<file path="config.mk">
export PLATFORM = sky130hd
export DESIGN_NAME = serial_display_driver_flat
export DESIGN_NICKNAME = d
export VERILOG_FILES = /design/src/rtl/serial_display_driver_if.sv /design/src/rtl/serial_display_driver.sv /design/src/flat_wrapper.sv
export SDC_FILE = /design/constraint.sdc
export NUM_CORES = 1
export LEC_CHECK = 0
export CORE_MARGIN = 4
export CORE_UTILIZATION = 30
export DETAILED_ROUTE_END_ITERATION = 12
export PLACE_DENSITY = 0.56
export RECOVER_POWER = 25
export SLEW_MARGIN = 5
export SYNTH_ARGS = -nofsm -noshare
export SYNTH_HDL_FRONTEND = slang
export SYNTH_SLANG_ARGS = --single-unit
</file>
<file path="constraint.sdc">
create_clock -name internal_clock -period 2.3 [get_ports internal_clock]
set_input_delay 0.46 -clock internal_clock [delete_from_list [all_inputs] [get_ports internal_clock]]
set_output_delay 0.46 -clock internal_clock [all_outputs]
set_load 0.1 [all_outputs]
</file>
<file path="src/rtl/serial_display_driver_if.sv">
`default_nettype none
// ============================================================================
// Module      : serial_display_driver_if
// Description : Load/busy/done handshake and BCD value bus between the
//               bin-to-BCD conversion logic (master) and the serial display
//               driver (slave).
//   VALUE_BCD  : 4*WORDS-bit BCD value, digit i at bits [4i+3:4i]
//   load       : frame start request (master -> driver)
//   busy       : frame or gap in progress (driver -> master)
//   frame_done : one-cycle pulse at the end of the gap (driver -> master)
// Revision    : 1.0 - initial release
// ============================================================================
interface serial_display_driver_if #(
  parameter int WORDS = 4
);
  logic [4*WORDS-1:0] VALUE_BCD;
  logic               load;
  logic               busy;
  logic               frame_done;

  modport master (
    output VALUE_BCD,
    output load,
    input  busy,
    input  frame_done
  );

  modport slave (
    input  VALUE_BCD,
    input  load,
    output busy,
    output frame_done
  );
endinterface
`default_nettype wire

</file>
<file path="src/rtl/serial_display_driver.sv">
`default_nettype none
// ============================================================================
// Module      : serial_display_driver
// Description : Serial driver for the BCD seven-segment display board.
//               Generates the free-running board clock and serial data clock,
//               and shifts a 4*WORDS-bit BCD frame out on VALUE_SIGNAL framed
//               by ENABLE_SIGNAL, followed by GAP_BITS blank data-clock
//               periods.
//   internal_clock     : system clock, rising edge
//   RST                : asynchronous active-low reset
//   bus                : slave side of the VALUE_BCD/load/busy/frame_done bus
//   VALUE_SIGNAL       : serial data, updated on data clock rising edge
//   ENABLE_SIGNAL      : high while frame bits are valid
//   BOARD_CLOCK_SIGNAL : board clock, half period BOARD_DIV cycles
//   DATA_CLOCK_SIGNAL  : serial clock, half period DATA_DIV cycles
// Revision    : 1.0 - initial release
// ============================================================================
module serial_display_driver #(
  parameter int WORDS      = 4,
  parameter int BOARD_DIV  = 400,
  parameter int DATA_DIV   = 2000,
  parameter int GAP_BITS   = 16,
  parameter bit LSD_FIRST  = 1'b1,
  parameter bit CONTINUOUS = 1'b1
) (
  input  wire logic              internal_clock,
  input  wire logic              RST,
  serial_display_driver_if.slave bus,
  output logic                   VALUE_SIGNAL,
  output logic                   ENABLE_SIGNAL,
  output logic                   BOARD_CLOCK_SIGNAL,
  output logic                   DATA_CLOCK_SIGNAL
);

  localparam int BW = (BOARD_DIV > 1) ? $clog2(BOARD_DIV) : 1;
  localparam int DW = (DATA_DIV  > 1) ? $clog2(DATA_DIV)  : 1;
  localparam int GW = (GAP_BITS  > 1) ? $clog2(GAP_BITS)  : 1;
  localparam int IW = $clog2(4*WORDS);

  localparam logic [BW-1:0] BOARD_LAST = BW'(BOARD_DIV - 1);
  localparam logic [DW-1:0] DATA_LAST  = DW'(DATA_DIV - 1);
  localparam logic [GW-1:0] GAP_LAST   = GW'(GAP_BITS - 1);
  localparam logic [IW-1:0] LAST_IDX   = IW'(4*WORDS - 1);

  typedef enum logic [1:0] {
    S_IDLE  = 2'd0,
    S_SHIFT = 2'd1,
    S_GAP   = 2'd2
  } state_t;

  logic [BW-1:0]      board_cnt_q;
  logic               board_clk_q;
  logic [DW-1:0]      data_cnt_q;
  logic               data_clk_q;

  state_t             state_q;
  logic [4*WORDS-1:0] snap_q;
  logic [IW-1:0]      idx_q;
  logic [GW-1:0]      gap_cnt_q;
  logic               busy_q;
  logic               done_q;
  logic               value_q;
  logic               enable_q;

  logic               data_tick;
  logic [31:0]        digit_d;
  logic [31:0]        bit_pos_d;
  logic [4*WORDS-1:0] snap_shift_d;
  logic               bit_d;

  // Board clock divider, free-running in every state.
  always_ff @(posedge internal_clock or negedge RST) begin
    if (!RST) begin
      board_cnt_q <= '0;
      board_clk_q <= 1'b0;
    end else if (board_cnt_q == BOARD_LAST) begin
      board_cnt_q <= '0;
      board_clk_q <= ~board_clk_q;
    end else begin
      board_cnt_q <= board_cnt_q + BW'(1);
    end
  end

  // Data clock divider, free-running in every state.
  always_ff @(posedge internal_clock or negedge RST) begin
    if (!RST) begin
      data_cnt_q <= '0;
      data_clk_q <= 1'b0;
    end else if (data_cnt_q == DATA_LAST) begin
      data_cnt_q <= '0;
      data_clk_q <= ~data_clk_q;
    end else begin
      data_cnt_q <= data_cnt_q + DW'(1);
    end
  end

  // Marks the cycle whose closing edge raises the data clock; outputs change
  // there so the board can sample them on the following falling edge.
  assign data_tick = ~data_clk_q & (data_cnt_q == DATA_LAST);

  // Serial bit selection: digit n/4 (reversed for MSD-first), nibble MSB
  // first. A right shift avoids a wide variable index into the snapshot.
  always_comb begin
    digit_d = 32'(idx_q) >> 2;
    if (!LSD_FIRST) begin
      digit_d = 32'(WORDS - 1) - digit_d;
    end
    bit_pos_d    = (digit_d << 2) + 32'd3 - 32'(idx_q[1:0]);
    snap_shift_d = snap_q >> bit_pos_d;
  end

  assign bit_d = snap_shift_d[0];

  always_ff @(posedge internal_clock or negedge RST) begin
    if (!RST) begin
      state_q   <= S_IDLE;
      snap_q    <= '0;
      idx_q     <= '0;
      gap_cnt_q <= '0;
      busy_q    <= 1'b0;
      done_q    <= 1'b0;
      value_q   <= 1'b0;
      enable_q  <= 1'b0;
    end else begin
      done_q <= 1'b0;
      case (state_q)
        S_IDLE: begin
          // A load coinciding with frame_done is dropped; continuous mode
          // starts on its own straight after reset.
          if ((bus.load || CONTINUOUS) && !done_q) begin
            state_q <= S_SHIFT;
            snap_q  <= bus.VALUE_BCD;
            idx_q   <= '0;
            busy_q  <= 1'b1;
          end
        end
        S_SHIFT: begin
          if (data_tick) begin
            enable_q <= 1'b1;
            value_q  <= bit_d;
            if (idx_q == LAST_IDX) begin
              state_q   <= S_GAP;
              gap_cnt_q <= '0;
            end else begin
              idx_q <= idx_q + IW'(1);
            end
          end
        end
        S_GAP: begin
          if (data_tick) begin
            enable_q <= 1'b0;
            value_q  <= 1'b0;
            if (gap_cnt_q == GAP_LAST) begin
              done_q <= 1'b1;
              if (CONTINUOUS) begin
                state_q <= S_SHIFT;
                snap_q  <= bus.VALUE_BCD;
                idx_q   <= '0;
              end else begin
                state_q <= S_IDLE;
                busy_q  <= 1'b0;
              end
            end else begin
              gap_cnt_q <= gap_cnt_q + GW'(1);
            end
          end
        end
        default: begin
          state_q <= S_IDLE;
          busy_q  <= 1'b0;
        end
      endcase
    end
  end

  assign bus.busy           = busy_q;
  assign bus.frame_done     = done_q;
  assign VALUE_SIGNAL       = value_q;
  assign ENABLE_SIGNAL      = enable_q;
  assign BOARD_CLOCK_SIGNAL = board_clk_q;
  assign DATA_CLOCK_SIGNAL  = data_clk_q;

endmodule
`default_nettype wire

</file>
<file path="src/flat_wrapper.sv">
// flat-port wrapper written by rule: the top's interface ports become plain ports
module serial_display_driver_flat 
#(
  parameter int WORDS      = 4,
  parameter int BOARD_DIV  = 400,
  parameter int DATA_DIV   = 2000,
  parameter int GAP_BITS   = 16,
  parameter bit LSD_FIRST  = 1'b1,
  parameter bit CONTINUOUS = 1'b1
)
  (internal_clock, RST, VALUE_SIGNAL, ENABLE_SIGNAL, BOARD_CLOCK_SIGNAL, DATA_CLOCK_SIGNAL, bus_VALUE_BCD, bus_load, bus_busy, bus_frame_done);
  serial_display_driver_if #(.WORDS(WORDS)) bus_i ();
  input  wire logic internal_clock;
  input  wire logic RST;
  output logic VALUE_SIGNAL;
  output logic ENABLE_SIGNAL;
  output logic BOARD_CLOCK_SIGNAL;
  output logic DATA_CLOCK_SIGNAL;
  input wire logic [$bits(bus_i.VALUE_BCD)-1:0] bus_VALUE_BCD;
  input wire logic [$bits(bus_i.load)-1:0] bus_load;
  output wire logic [$bits(bus_i.busy)-1:0] bus_busy;
  output wire logic [$bits(bus_i.frame_done)-1:0] bus_frame_done;
  assign bus_i.VALUE_BCD = bus_VALUE_BCD;
  assign bus_i.load = bus_load;
  assign bus_busy = bus_i.busy;
  assign bus_frame_done = bus_i.frame_done;
  serial_display_driver #(.WORDS(WORDS), .BOARD_DIV(BOARD_DIV), .DATA_DIV(DATA_DIV), .GAP_BITS(GAP_BITS), .LSD_FIRST(LSD_FIRST), .CONTINUOUS(CONTINUOUS)) u_core (.internal_clock(internal_clock), .RST(RST), .bus(bus_i), .VALUE_SIGNAL(VALUE_SIGNAL), .ENABLE_SIGNAL(ENABLE_SIGNAL), .BOARD_CLOCK_SIGNAL(BOARD_CLOCK_SIGNAL), .DATA_CLOCK_SIGNAL(DATA_CLOCK_SIGNAL));
endmodule
</file>
Word level (Yosys, flattened, before mapping)
Index checks and enable logic that the tools add are counted.
- input port bits: 19
- logic and storage cells: 80
- output and inout bits: 6
- flip-flop bits (word level): 52
- eq/ne operators: 13
- multiplexer cells: 33
- add/sub/neg operators: 6
- bitwise gates (word level): 4
- shift operators: 1
- reduce and logical (&&, ||, !) cells: 11
- operator list (operator ; count):
    two-way mux 16 bit ; 3
    two-way mux 4 bit ; 9
    case mux 16 bit (2 select lines) ; 1
    >> shifter 16 x 32 -> 1 bit ; 1
    subtractor 32 x 2 -> 32 bit ; 1
    case mux 4 bit (3 select lines) ; 1
    adder 11 x 1 -> 11 bit (second input constant) ; 1
    == test 11 bit (second input constant) ; 1
    two-way mux 11 bit ; 1
    two-way mux 2 bit ; 5
    AND reduction 5 bit ; 2
    adder 9 x 1 -> 9 bit (second input constant) ; 1
    == test 9 bit (second input constant) ; 1
    two-way mux 9 bit ; 1
    adder 4 x 1 -> 4 bit (second input constant) ; 2
    == test 4 bit (second input constant) ; 2
    inequality test 2 x 1 -> 1 bit (second input constant) ; 4
    case mux 4 bit (2 select lines) ; 1
    two-way mux 1 bit ; 7
    inequality test 2 bit (second input constant) ; 3
    case mux 1 bit (2 select lines) ; 3
    case mux 2 bit (3 select lines) ; 1
    AND reduction 6 bit ; 1
    adder 4 x 2 -> 5 bit (second input constant) ; 1
    other kinds (11) ; 14

Depth between registers and ports, before layout
- word-level depth: 5
- gate-level depth with buffers: 8

Worst setup path after synthesis
OpenSTA, ideal clock, no wires.
- path kind: flip-flop to flip-flop
- from: register u_core.done_q, in the netlist u_core.bus.frame_done
- to: register u_core.idx_q[0]
- arrival time: 2.011 ns
- data required time: 2.172 ns
- library setup time: 0.128 ns
- path slack: 0.161 ns
- cell stages (with the launch flop): 6
- path through: dfrtp_1 -> and2_1 -> buf_2 -> a21oi_1 -> nand3_1 -> mux2_1
- cells in the longest elaborated chain, start to end: 2
- ends and longest elaborated chain (item ; RTL line ; text):
    from (decl) ; serial_display_driver.sv:61 ; logic done_q;
    from (signal assigned) ; serial_display_driver.sv:121 ; done_q <= 1'b0;
    from (signal assigned) ; serial_display_driver.sv:125 ; done_q <= 1'b0;
    from (signal assigned) ; serial_display_driver.sv:154 ; done_q <= 1'b1;
    inequality test 2 bit (no source line) ; -- ;
    AND reduction 6 bit (no source line) ; -- ;
    to (signal assigned) ; serial_display_driver.sv:145 ; idx_q <= idx_q + IW'(1);
    to (decl) ; serial_display_driver.sv:58 ; logic [IW-1:0] idx_q;
No other way between the ends.
A chain may end at the register's enable or synchronous reset.

Worst setup path in the final report
- from: register u_core.state_q[0]
- to: register u_core.snap_q[8]
- cells in the longest elaborated chain, start to end: 3
- elaborated cells between the ends (all ways): 8
- classes of those cells: eq/ne: 4; mux: 1; reduce/logical: 3
- ends and longest elaborated chain (item ; RTL line ; text):
    from (decl) ; serial_display_driver.sv:56 ; state_t state_q;
    from (signal assigned) ; serial_display_driver.sv:116 ; state_q <= S_IDLE;
    from (signal assigned) ; serial_display_driver.sv:131 ; state_q <= S_SHIFT;
    from (signal assigned) ; serial_display_driver.sv:142 ; state_q <= S_GAP;
    == test 2 bit or zero test 2 bit (tied branches) ; serial_display_driver.sv:126 ; case (state_q)
    inequality test 2 x 1 -> 1 bit (no source line) (tied with other cells) ; -- ;
    AND reduction 4 bit (no source line) ; -- ;
    to (signal assigned) ; serial_display_driver.sv:132 ; snap_q <= bus.VALUE_BCD;
    to (signal assigned) ; serial_display_driver.sv:157 ; snap_q <= bus.VALUE_BCD;
    to (decl) ; serial_display_driver.sv:57 ; logic [4*WORDS-1:0] snap_q;
Several ways; a longest one is shown, not always the timed one.

==> results.toml <==
[floorplanning]
pin_count = 25
die_h_um = 107.5
fp.dieArea_mm2 = 0.01156
rows = 36
start_util = 0.3053
core_area_mm2 = 0.009729
die_w_um = 107.5

[sta]
setup_viol = 0
slew_violations = 0
worst_pin_slew_ns = 1.459
setup_slack_ns = 0.3126
period_needed_ns = 1.987
max-slew-margin-rel = 0.02738
rsz0062_at_grt = "false"
fin_crit_sh = 0.8641
hold_viol = 0
skew_ns = 0.01203
max_freq_mhz = 503.2
setup_tns_ns = 0

[cells_and_area]
area_growth_pct = 13.90
drive_gt1_frac = 0.1107
nets = 333
diodes = 0
fillers = 1013
stdcell_count = 440
post-route-util = 0.3477

[global_routing]
grt_max_degree = 29
grt_pass1_wl_um = 11690
grt_pass1_vias = 2302
met2_usage = 0.1958
overflow = 0
antenna_found_initial = 0
top_usage_layer = "met2"
grt.total_usage = 0.1257
grt.met1_usage = 0.1800
globalRouteMet3Util = 0.02280

[placement]
port_buffers = 23
dpl.cell_count = 432
post-dp-hpwl_um = 4620
preCtsSetupSlack_ns = 0.3700
gp_congestion = 0.7712

[yosys]
yosys_register_bits = 52
ys_top_cells_by_area = "dfrtp_1 44%, nand3_1 4.5%, o211ai_1 4.5%"
synthCells = 284
synth.distinct_cells = 54
async_flop_share = 1.000
post-synth-top-count-cell = "dfrtp_1"
synthTopCellsByCount = "52 x dfrtp_1, 27 x nand3_1, 21 x nand4_1, 18 x o211ai_1, 16 x a22oi_1"
netlist_area_mm2 = 0.002970
yosysTopAreaCell = "dfrtp_1"
synth_edf_count = 0
seq_area_frac_synth = 0.4381
synth_ff_type = "dfrtp_1"
synth_top_area_share = 0.4381
synth_nets = 311
syn_avg_cell_area_um2 = 10.46
ys_warn_count = 0

[detailed_routing]
drtIter0Drc = 138
avgRoutedWirePerCell_um = 15.61
ant_nets = 0
viasPerCell = 5.355
drc = 0
dr.pass1.iters = 7
drt_wl_total_um = 6867
vias = 2356

[clock_network]
cts-root-buf = "clkbuf_8"
cts_setup_buffers = 0
clk_pin_slew_ns = 0.10
post_cts_resized = 0
clkSinkCount = 52
htree_levels = 2
clk_latency_ns = 0.31
cts_tree = "built"
clockBufferDepth = 2
cts_hold_buffers = 0
numCtsBuffers = 5

[worst_setup_path]
r2r_slack_ns = 0.31
reg2regPathDepth = 6
worstReg2RegStart = "u_core.state_q[0]"
required_ns = 2.55
path_max_fanout = 16
cp.arrival_ns = 2.24
reg2reg_to = "u_core.snap_q[8]"
cp-end-kind = "register"
cp-start-kind = "register"
path_class = "register to register"

[power_and_ir_drop]
power_density_mw_per_mm2 = 459.9
report.power.total_mw = 1.556
peakVddDrop_mv = 0.3555
p_leak_nw = 1.417

[worst_hold_path]
hold_class = "input pin to async pin"

[flow_run]
maxCapViolCount = 0

[status]
outcome = "completed"
==> per-stage QoR <==
step	hold WS [ns]	area, um^2
final	0.4656	3383
after global routing	0.5013	3383
after CTS	0.1614	3385
after detailed placement	0.4556	3296
after global placement	0.4398	3296
after floorplan	0.1644	2970
==> layout by cell type, fill, tap and decap left out, types with 6 or more instances in the layout <==
| master | count |
|---|---|
| a22oi_1 | 16 |
| and3_1 | 8 |
| buf_4 | 15 |
| clkdlybuf4s50_1 | 16 |
| dfrtp_1 | 52 |
| ha_1 | 8 |
| inv_1 | 7 |
| nand2_1 | 13 |
| nand3_1 | 27 |
| nand4_1 | 21 |
| nor2_1 | 15 |
| o211ai_1 | 18 |
| xnor2_1 | 6 |
| xor2_1 | 7 |
==> cell type report <==
type                            count  area [um^2]  area share
Clock buffer                        6        72.57     0.02145
Clock inverter                      2        16.27    0.004808
Inverter                            7        26.28    0.007766
Multi-Input combinational cell    207         1504      0.4445
Sequential cell                    52         1301      0.3846
Tap cell                          133        166.4     0.04919
Timing Repair Buffer               33        296.5     0.08765
==> cells by family (layout without fill, tap and decap cells) <==
family	after synthesis	count (layout)	share of synthesized area
AOI/OAI and AO/OA	63	63	0.1571
muxes	10	10	0.05097
adders and majority gates	8	8	0.03370
and+or+nand+nor	113	113	0.2262
buffers and inverters	25	48	0.05560
DFF	52	52	0.4381
xor gates and xnor gates	13	13	0.03833
==> worst max path at each step <==
stage,end,slack [ns],from,depth (start not counted)
after floorplan,u_core.idx_q[0],0.16,u_core.bus.frame_done,5
after global placement,u_core.snap_q[4],0.36,u_core.state_q[0],6
after detailed placement,u_core.snap_q[6],0.37,u_core.state_q[0],6
after CTS,u_core.snap_q[5],0.35,u_core.state_q[0],6
after global routing,u_core.snap_q[7],0.16,u_core.state_q[0],6
final,u_core.snap_q[8],0.31,u_core.state_q[0],6
==> worst max-delay path, cell delays in order (launching register included) <==
cell and delay, ns:
dfrtp_1 0.39, inv_1 0.09, ha_1 0.34, nand2b_1 0.23
nor2_2 0.59, a22oi_1 0.16, nand3_1 0.13
==> power breakdown <==
part / internal, mW / switching (mW) / leakage, nW
combinational: 0.0423 / 0.0372 / 0.726
sequential: 0.928 / 0.0115 / 0.650
clock: 0.217 / 0.319 / 0.0414
==> sequential cells by signal, indices dropped and copies added (netlist names) <==
register / flops
u_core.ENABLE_SIGNAL: 1
u_core.gap_cnt_q: 4
u_core.state_q: 2
u_core.data_cnt_q: 11
u_core.bus.busy: 1
u_core.idx_q: 4
u_core.DATA_CLOCK_SIGNAL: 1
u_core.bus.frame_done: 1
u_core.board_cnt_q: 9
u_core.snap_q: 16
u_core.BOARD_CLOCK_SIGNAL: 1
u_core.VALUE_SIGNAL: 1
==> metal layers <==
metal | vias up | part of all wire
met5 | - | 0
met4 | 0 | 0.013
met3 | 8 | 0.029
met2 | 38 | 0.46
met1 | 1176 | 0.50
li1 | 1134 | -
Power figures use the tool's default switching activity.
